### config.mk
export PLATFORM = sky130hd
export DESIGN_NAME = fork_join_sched
export DESIGN_NICKNAME = d
export VERILOG_FILES = /design/src/rtl/fork_join_pkg.sv /design/src/rtl/task_timer.sv /design/src/rtl/fork_join_sched.sv
export SDC_FILE = /design/constraint.sdc
export NUM_CORES = 1
export LEC_CHECK = 0
export ABC_AREA = 1
export BUFFER_PORTS_ARGS = -buffer_cell sky130_fd_sc_hd__buf_2
export CAP_MARGIN = 20
export CORE_UTILIZATION = 35
export DETAILED_ROUTE_END_ITERATION = 8
export PLACE_DENSITY_LB_ADDON = 0.3
export SKIP_CTS_REPAIR_TIMING = 1
export SLEW_MARGIN = 20
export SYNTH_ARGS = -nofsm -noshare
export SYNTH_HDL_FRONTEND = slang
export SYNTH_SLANG_ARGS = --single-unit
### constraint.sdc
create_clock -name clk -period 2 [get_ports clk]
set_input_delay 0.1 -clock clk [delete_from_list [all_inputs] [get_ports clk]]
set_output_delay 0.1 -clock clk [all_outputs]
set_load 0.02 [all_outputs]
### src/rtl/fork_join_pkg.sv
// -----------------------------------------------------------------------------
// fork_join_pkg
// Shared definitions for the fork/join scheduler:
//   - join_mode_e : how the parent thread is released after a fork
//   - fsm_state_e : scheduler sequencing states
//   - DEF_NUM_TASKS / DEF_CNT_W : default child count and duration width
//   - parent_release() : decides whether the parent may continue this cycle
// -----------------------------------------------------------------------------
package fork_join_pkg;

  localparam int DEF_NUM_TASKS = 4;
  localparam int DEF_CNT_W     = 8;

  typedef enum logic [1:0] {
    MODE_JOIN      = 2'b00,
    MODE_JOIN_ANY  = 2'b01,
    MODE_JOIN_NONE = 2'b10,
    MODE_JOIN_ALT  = 2'b11   // behaves exactly like MODE_JOIN
  } join_mode_e;

  typedef enum logic [1:0] {
    S_IDLE        = 2'b00,
    S_RUN_BLOCKED = 2'b01,   // parent still waiting
    S_RUN_FREE    = 2'b10    // parent released, children still running
  } fsm_state_e;

  // Parent release condition for the next edge, evaluated only while blocked.
  // any_fin : at least one child completes at the next edge
  // all_fin : the whole fork completes at the next edge (also true for an
  //           empty fork, so JOIN_ANY does not stall when nothing was launched)
  function automatic logic parent_release(input join_mode_e m,
                                          input logic       any_fin,
                                          input logic       all_fin);
    logic rel;
    case (m)
      MODE_JOIN_NONE: rel = 1'b1;
      MODE_JOIN_ANY:  rel = any_fin | all_fin;
      MODE_JOIN:      rel = all_fin;
      MODE_JOIN_ALT:  rel = all_fin;
      default:        rel = all_fin;
    endcase
    return rel;
  endfunction

endpackage

### src/rtl/task_timer.sv
// -----------------------------------------------------------------------------
// task_timer
// One child task: a down-counter loaded at fork acceptance. Active from the
// load edge until the counter runs out, then a one-cycle done pulse.
// Ports:
//   clk, rst     : clock, asynchronous active-high reset
//   i_load       : load the counter (fork accepted and this task enabled)
//   i_dur        : requested duration in cycles (0 is treated as 1)
//   o_active     : registered running flag
//   o_done       : registered one-cycle completion pulse
//   o_finishing  : combinational, task completes at the next edge
// -----------------------------------------------------------------------------
module task_timer #(
  parameter int CNT_W = 8
) (
  input  logic             clk,
  input  logic             rst,
  input  logic             i_load,
  input  logic [CNT_W-1:0] i_dur,
  output logic             o_active,
  output logic             o_done,
  output logic             o_finishing
);

  localparam logic [CNT_W-1:0] CNT_ONE = CNT_W'(1);

  logic [CNT_W-1:0] r_cnt;
  logic             r_active;
  logic             r_done;
  logic [CNT_W-1:0] w_load_val;
  logic             w_finishing;

  // Effective load value and end-of-count detect.
  always_comb begin
    if (i_dur == '0) begin
      w_load_val = CNT_ONE;
    end else begin
      w_load_val = i_dur;
    end
    w_finishing = r_active && (r_cnt == CNT_ONE);
  end

  // Counter, active flag and done pulse.
  always_ff @(posedge clk or posedge rst) begin
    if (rst) begin
      r_cnt    <= '0;
      r_active <= 1'b0;
      r_done   <= 1'b0;
    end else if (i_load) begin
      r_cnt    <= w_load_val;
      r_active <= 1'b1;
      r_done   <= 1'b0;
    end else if (w_finishing) begin
      r_cnt    <= '0;
      r_active <= 1'b0;
      r_done   <= 1'b1;
    end else if (r_active) begin
      r_cnt    <= r_cnt - CNT_ONE;
      r_done   <= 1'b0;
    end else begin
      r_done   <= 1'b0;
    end
  end

  assign o_active    = r_active;
  assign o_done      = r_done;
  assign o_finishing = w_finishing;

endmodule

### src/rtl/fork_join_sched.sv
// -----------------------------------------------------------------------------
// fork_join_sched
// Hardware model of a fork/join: a fork launches up to NUM_TASKS timed child
// tasks; the parent is released according to the captured join mode.
// Ports:
//   clk, rst     : clock, asynchronous active-high reset
//   start        : fork request (honoured only while ready)
//   mode         : 00 JOIN, 01 JOIN_ANY, 10 JOIN_NONE, 11 JOIN
//   en_mask      : tasks launched by the fork
//   dur          : per-task durations, task i in [i*CNT_W +: CNT_W]
//   ready / busy : fork acceptable / fork outstanding (ready == !busy)
//   parent_go    : one-cycle parent release pulse
//   task_active  : per-task running flags
//   task_done    : per-task completion pulses
//   all_done     : one-cycle pulse when the last task completes
// -----------------------------------------------------------------------------
module fork_join_sched
  import fork_join_pkg::*;
#(
  parameter int NUM_TASKS = DEF_NUM_TASKS,
  parameter int CNT_W     = DEF_CNT_W
) (
  input  logic                       clk,
  input  logic                       rst,
  input  logic                       start,
  input  logic [1:0]                 mode,
  input  logic [NUM_TASKS-1:0]       en_mask,
  input  logic [NUM_TASKS*CNT_W-1:0] dur,
  output logic                       ready,
  output logic                       busy,
  output logic                       parent_go,
  output logic [NUM_TASKS-1:0]       task_active,
  output logic [NUM_TASKS-1:0]       task_done,
  output logic                       all_done
);

  fsm_state_e           r_state;
  fsm_state_e           w_state_next;
  join_mode_e           r_mode;
  logic                 r_ready;
  logic                 r_busy;
  logic                 r_parent_go;
  logic                 r_all_done;

  logic                 w_accept;
  logic [NUM_TASKS-1:0] w_active;
  logic [NUM_TASKS-1:0] w_done;
  logic [NUM_TASKS-1:0] w_finishing;
  logic [NUM_TASKS-1:0] w_remaining;
  logic                 w_go_next;
  logic                 w_all_done_next;

  assign w_accept = (r_state == S_IDLE) && start;

  genvar gi;
  generate
    for (gi = 0; gi < NUM_TASKS; gi++) begin : g_task
      task_timer #(.CNT_W(CNT_W)) u_timer (
        .clk         (clk),
        .rst         (rst),
        .i_load      (w_accept && en_mask[gi]),
        .i_dur       (dur[gi*CNT_W +: CNT_W]),
        .o_active    (w_active[gi]),
        .o_done      (w_done[gi]),
        .o_finishing (w_finishing[gi])
      );
    end
  endgenerate

  // State register and join mode captured at acceptance.
  always_ff @(posedge clk or posedge rst) begin
    if (rst) begin
      r_state <= S_IDLE;
      r_mode  <= MODE_JOIN;
    end else begin
      r_state <= w_state_next;
      if (w_accept) begin
        r_mode <= join_mode_e'(mode);
      end else begin
        r_mode <= r_mode;
      end
    end
  end

  // Next-state logic; the fork retires on the edge ending the all_done cycle.
  always_comb begin
    w_state_next = r_state;
    case (r_state)
      S_IDLE: begin
        if (start) begin
          w_state_next = S_RUN_BLOCKED;
        end else begin
          w_state_next = S_IDLE;
        end
      end
      S_RUN_BLOCKED: begin
        if (r_all_done) begin
          w_state_next = S_IDLE;
        end else if (w_go_next && !w_all_done_next) begin
          w_state_next = S_RUN_FREE;
        end else begin
          w_state_next = S_RUN_BLOCKED;
        end
      end
      S_RUN_FREE: begin
        if (r_all_done) begin
          w_state_next = S_IDLE;
        end else begin
          w_state_next = S_RUN_FREE;
        end
      end
      default: w_state_next = S_IDLE;
    endcase
  end

  // Output decode: next-edge values of the parent release and completion pulses.
  always_comb begin
    w_remaining = w_active & ~w_finishing;
    // Nothing left running after the next edge; r_all_done blocks a repeat
    // in the all_done cycle itself.
    if ((r_state != S_IDLE) && !r_all_done && (w_remaining == '0)) begin
      w_all_done_next = 1'b1;
    end else begin
      w_all_done_next = 1'b0;
    end
    if ((r_state == S_RUN_BLOCKED) && !r_all_done) begin
      w_go_next = parent_release(r_mode, |w_finishing, w_all_done_next);
    end else begin
      w_go_next = 1'b0;
    end
  end

  // Registered scheduler outputs.
  always_ff @(posedge clk or posedge rst) begin
    if (rst) begin
      r_ready     <= 1'b1;
      r_busy      <= 1'b0;
      r_parent_go <= 1'b0;
      r_all_done  <= 1'b0;
    end else begin
      r_ready     <= (w_state_next == S_IDLE);
      r_busy      <= (w_state_next != S_IDLE);
      r_parent_go <= w_go_next;
      r_all_done  <= w_all_done_next;
    end
  end

  assign ready       = r_ready;
  assign busy        = r_busy;
  assign parent_go   = r_parent_go;
  assign all_done    = r_all_done;
  assign task_active = w_active;
  assign task_done   = w_done;

endmodule

==> qor.yml <==
outcome:
  outcome: "completed"
place:
  place_inst: 496
  dp_hpwl_um: 4760
  place_congestion: 0.831
  portBuffers: 52
  placed_area_um2: 3180
clocking:
  cts_made_buffers: 5
  root_buffer: "clkbuf_8"
  clock_latency_ns: 0.30
  clockBufferDepth: 2
  cts_tree: "done"
  cts.htree.levels: 2
  cts_num_sinks: 48
  path_clk_slew_ns: 0.09
sta:
  finalHoldViolations: 0
  clock.fmax_mhz: 586
  relSlewSlack_pct: 57.3
  period_minus_slack_ns: 1.71
  min_period_over_period_pct: 85.3
  slew_violations: 0
  setup_viol_count_final: 0
  finalClockSkew_ns: 0.00492
  worst_pin_slew_ns: 0.639
  rsz0062_at_grt: "false"
  setup_tns_ns: 0
grt:
  first_global_vias: 2397
  grt_pass1_wl_um: 10400
  grt_usage_pct: 15.2
  grt_antenna_before_repair: 0
  grt_overflow: 0
  grt_max_degree: 32
power_and_ir_drop:
  pwr_density_cell_nw_per_um2: 503
  power_mw: 1.65
  peakVddDrop_uv: 218
  p_leak_nw: 1.72
cells_and_area:
  fill_cells: 811
  register_area_um2: 1200
  nets: 453
  drive_gt1_share_pct: 20.8
  syn_to_final_growth_pct: 15.6
  n_antenna_cell: 0
  final_design_area_no_fill_um2: 3280
  multi_input_area_um2: 1310
  fin_cells: 505
logic_synthesis:
  ys_types: 38
  synth.avg_cell_area_um2: 8.15
  synth_cells: 348
  ys_seq_area_share_pct: 42.4
  syn_area_um2: 2840
  synth_warnings: 0
  syn_nets: 399
  ys_ff_latch: 48
route:
  drt-total-wl_um: 5940
  drc: 0
  num_vias: 2432
  first_pass_iters: 4
  vias_per_cell: 4.82
  ant_nets: 0
  dr.first_iter.drc_count: 53
  wl_per_cell_um: 11.8
die:
  die_w_um: 92.0
  die_area_um2: 8470
  dieHeight_um: 92.0
  io_pins: 53
  initial_utilization_pct: 36.5
  coreArea_um2: 7770
  rows: 32
job:
  cap_violations: 0
critical_path:
  endpoint: "ready$_DFF_PP1_"
  ff2ff_path_depth: 13
  rr_startpoint: "g_task[0].u_timer.r_cnt[1]$_DFFE_PP0P_"
  worstSetupPathType: "reg -> reg"
  worstSetupEndpointType: "flop"
  reg2reg_slack_ns: 0.29
  r2r-end: "ready$_DFF_PP1_"
  cp-startpoint: "g_task[0].u_timer.r_cnt[1]$_DFFE_PP0P_"
  arrival_ns: 1.94
  critPathRequiredTime_ns: 2.24
  worstSetupStartpointType: "flop"
  crit_fanout: 3
min_path:
  min_path_type: "in -> reg"
logic make-up after synthesis:
family / synth area share [%]
AOI/OAI and AO/OA: 13.2
xor gates and xnor gates: 4.01
adders and majority gates: 4.41
buffers and inverters: 11.6
DFF: 42.4
and+or+nand+nor: 24.4
worst min path at each step:
stage	start	to	cells past startpoint
floorplan	dur[2]	g_task[0].u_timer.r_cnt[2]$_DFFE_PP0P_	2
global placement	rst	g_task[0].u_timer.r_cnt[5]$_DFFE_PP0P_	2
detailed placement	rst	g_task[0].u_timer.r_cnt[3]$_DFFE_PP0P_	2
CTS	rst	r_mode[1]$_DFFE_PP0P_	2
global route	mode[1]	r_mode[1]$_DFFE_PP0P_	3
finish	dur[2]	g_task[0].u_timer.r_cnt[2]$_DFFE_PP0P_	3
routing by layer:
metal	vias up	routed length, um	GRT usage [%]
met1	1140	2750	18.3
met2	36	2930	27.4
li1	1248	-	-
met3	8	158	2.40
met4	0	94	5.08
met5	-	0	0
critical path, stage by stage (launching register included):
cell	delay (ns)
dfrtp_1	0.38
inv_1	0.10
ha_1	0.15
nand2_1	0.05
nor2_1	0.14
nand2_1	0.07
nand2_1	0.10
nand2_1	0.08
nor2_1	0.13
nand3_1	0.10
nand3_1	0.09
nand3_2	0.08
nand4_1	0.11
inv_1	0.05
where the power goes:
part	internal (mW)	switching, mW	leakage [nW]	total [mW]
combinational	0.0349	0.0469	1.13	0.0818
clock	0.283	0.316	0.0455	0.599
sequential	0.970	0	0.540	0.970
total	1.29	0.363	1.72	1.65
cells in the mapped netlist:
| cell type | instances | area share, % |
|---|---|---|
| a21oi_1 | 8 | 1.4 |
| a22o_1 | 1 | 0.31 |
| a31oi_1 | 1 | 0.22 |
| a32o_1 | 1 | 0.35 |
| buf_4 | 8 | 2.1 |
| clkinv_4 | 1 | 0.31 |
| dfrtp_1 | 47 | 41 |
| dfstp_2 | 1 | 0.93 |
| ha_1 | 10 | 4.4 |
| inv_1 | 64 | 8.5 |
| inv_2 | 1 | 0.13 |
| inv_4 | 1 | 0.22 |
| inv_6 | 1 | 0.31 |
| nand2_1 | 70 | 9.3 |
| nand2_2 | 3 | 0.66 |
| nand2_4 | 4 | 1.6 |
| nand3_1 | 18 | 3.2 |
| nand3_2 | 1 | 0.35 |
| nand3b_1 | 1 | 0.26 |
| nand4_1 | 6 | 1.3 |
| nor2_1 | 23 | 3.0 |
| nor2_2 | 4 | 0.88 |
| nor2_4 | 2 | 0.79 |
| nor3_1 | 5 | 0.88 |
| nor3b_1 | 1 | 0.26 |
| nor4_1 | 5 | 1.1 |
| o211ai_1 | 8 | 2.1 |
| o21ai_0 | 15 | 2.6 |
| o21ai_1 | 3 | 0.53 |
| o21ai_2 | 1 | 0.31 |
| o221ai_1 | 14 | 4.3 |
| o31ai_1 | 1 | 0.26 |
| o31ai_2 | 1 | 0.44 |
| o32ai_1 | 1 | 0.31 |
| or2_1 | 1 | 0.22 |
| or2_4 | 2 | 0.62 |
| xnor2_1 | 2 | 0.62 |
| xor2_1 | 11 | 3.4 |
layout make-up:
type | instances | area share (%)
multi-input cells | 224 | 39.9
flip-flops and latches | 48 | 36.7
repair buffers | 55 | 8.70
inverters | 68 | 8.16
well taps | 102 | 3.89
clock buffers | 8 | 2.75
cells in the final DEF, fill, tap and decap left out, types with 2 or more instances in the layout:
| cell | n |
|---|---|
| nor3_1 | 5 |
| inv_1 | 63 |
| nor2_1 | 23 |
| buf_2 | 52 |
| dfrtp_1 | 47 |
| nand2_1 | 70 |
| nand4_1 | 6 |
| o221ai_1 | 14 |
| nand3_1 | 18 |
| o21ai_1 | 3 |
| inv_2 | 2 |
| a21oi_1 | 8 |
| nor4_1 | 5 |
| o211ai_1 | 8 |
| clkbuf_1 | 2 |
| nor2_2 | 4 |
| buf_4 | 2 |
| o21ai_0 | 15 |
| nand2_2 | 3 |
| xnor2_1 | 2 |
| xor2_1 | 11 |
| or2_4 | 2 |
| nor2_4 | 2 |
| ha_1 | 10 |
| nand2_4 | 4 |
| clkbuf_8 | 6 |
sequential cells by signal, summed over array words and instances, names as in the netlist:
name / flops
ready: 1
parent_go: 1
busy: 1
g_task.u_timer.o_active: 4
r_state: 2
r_mode: 2
g_task.u_timer.r_cnt: 32
g_task.u_timer.o_done: 4
all_done: 1
per-stage QoR:
step	utilization, %	hold slack, ns	setup slack [ns]
2_1_floorplan	-	0.217	0.502
3_3_place_gp	40.9	0.235	0.335
3_5_place_dp	40.9	0.235	0.312
4_1_cts	42.1	-0.0968	0.280
5_1_grt	42.2	0.0210	0.0502
6_report	42.2	0.0219	0.294
No activity file was read; power rests on OpenSTA's default activity.
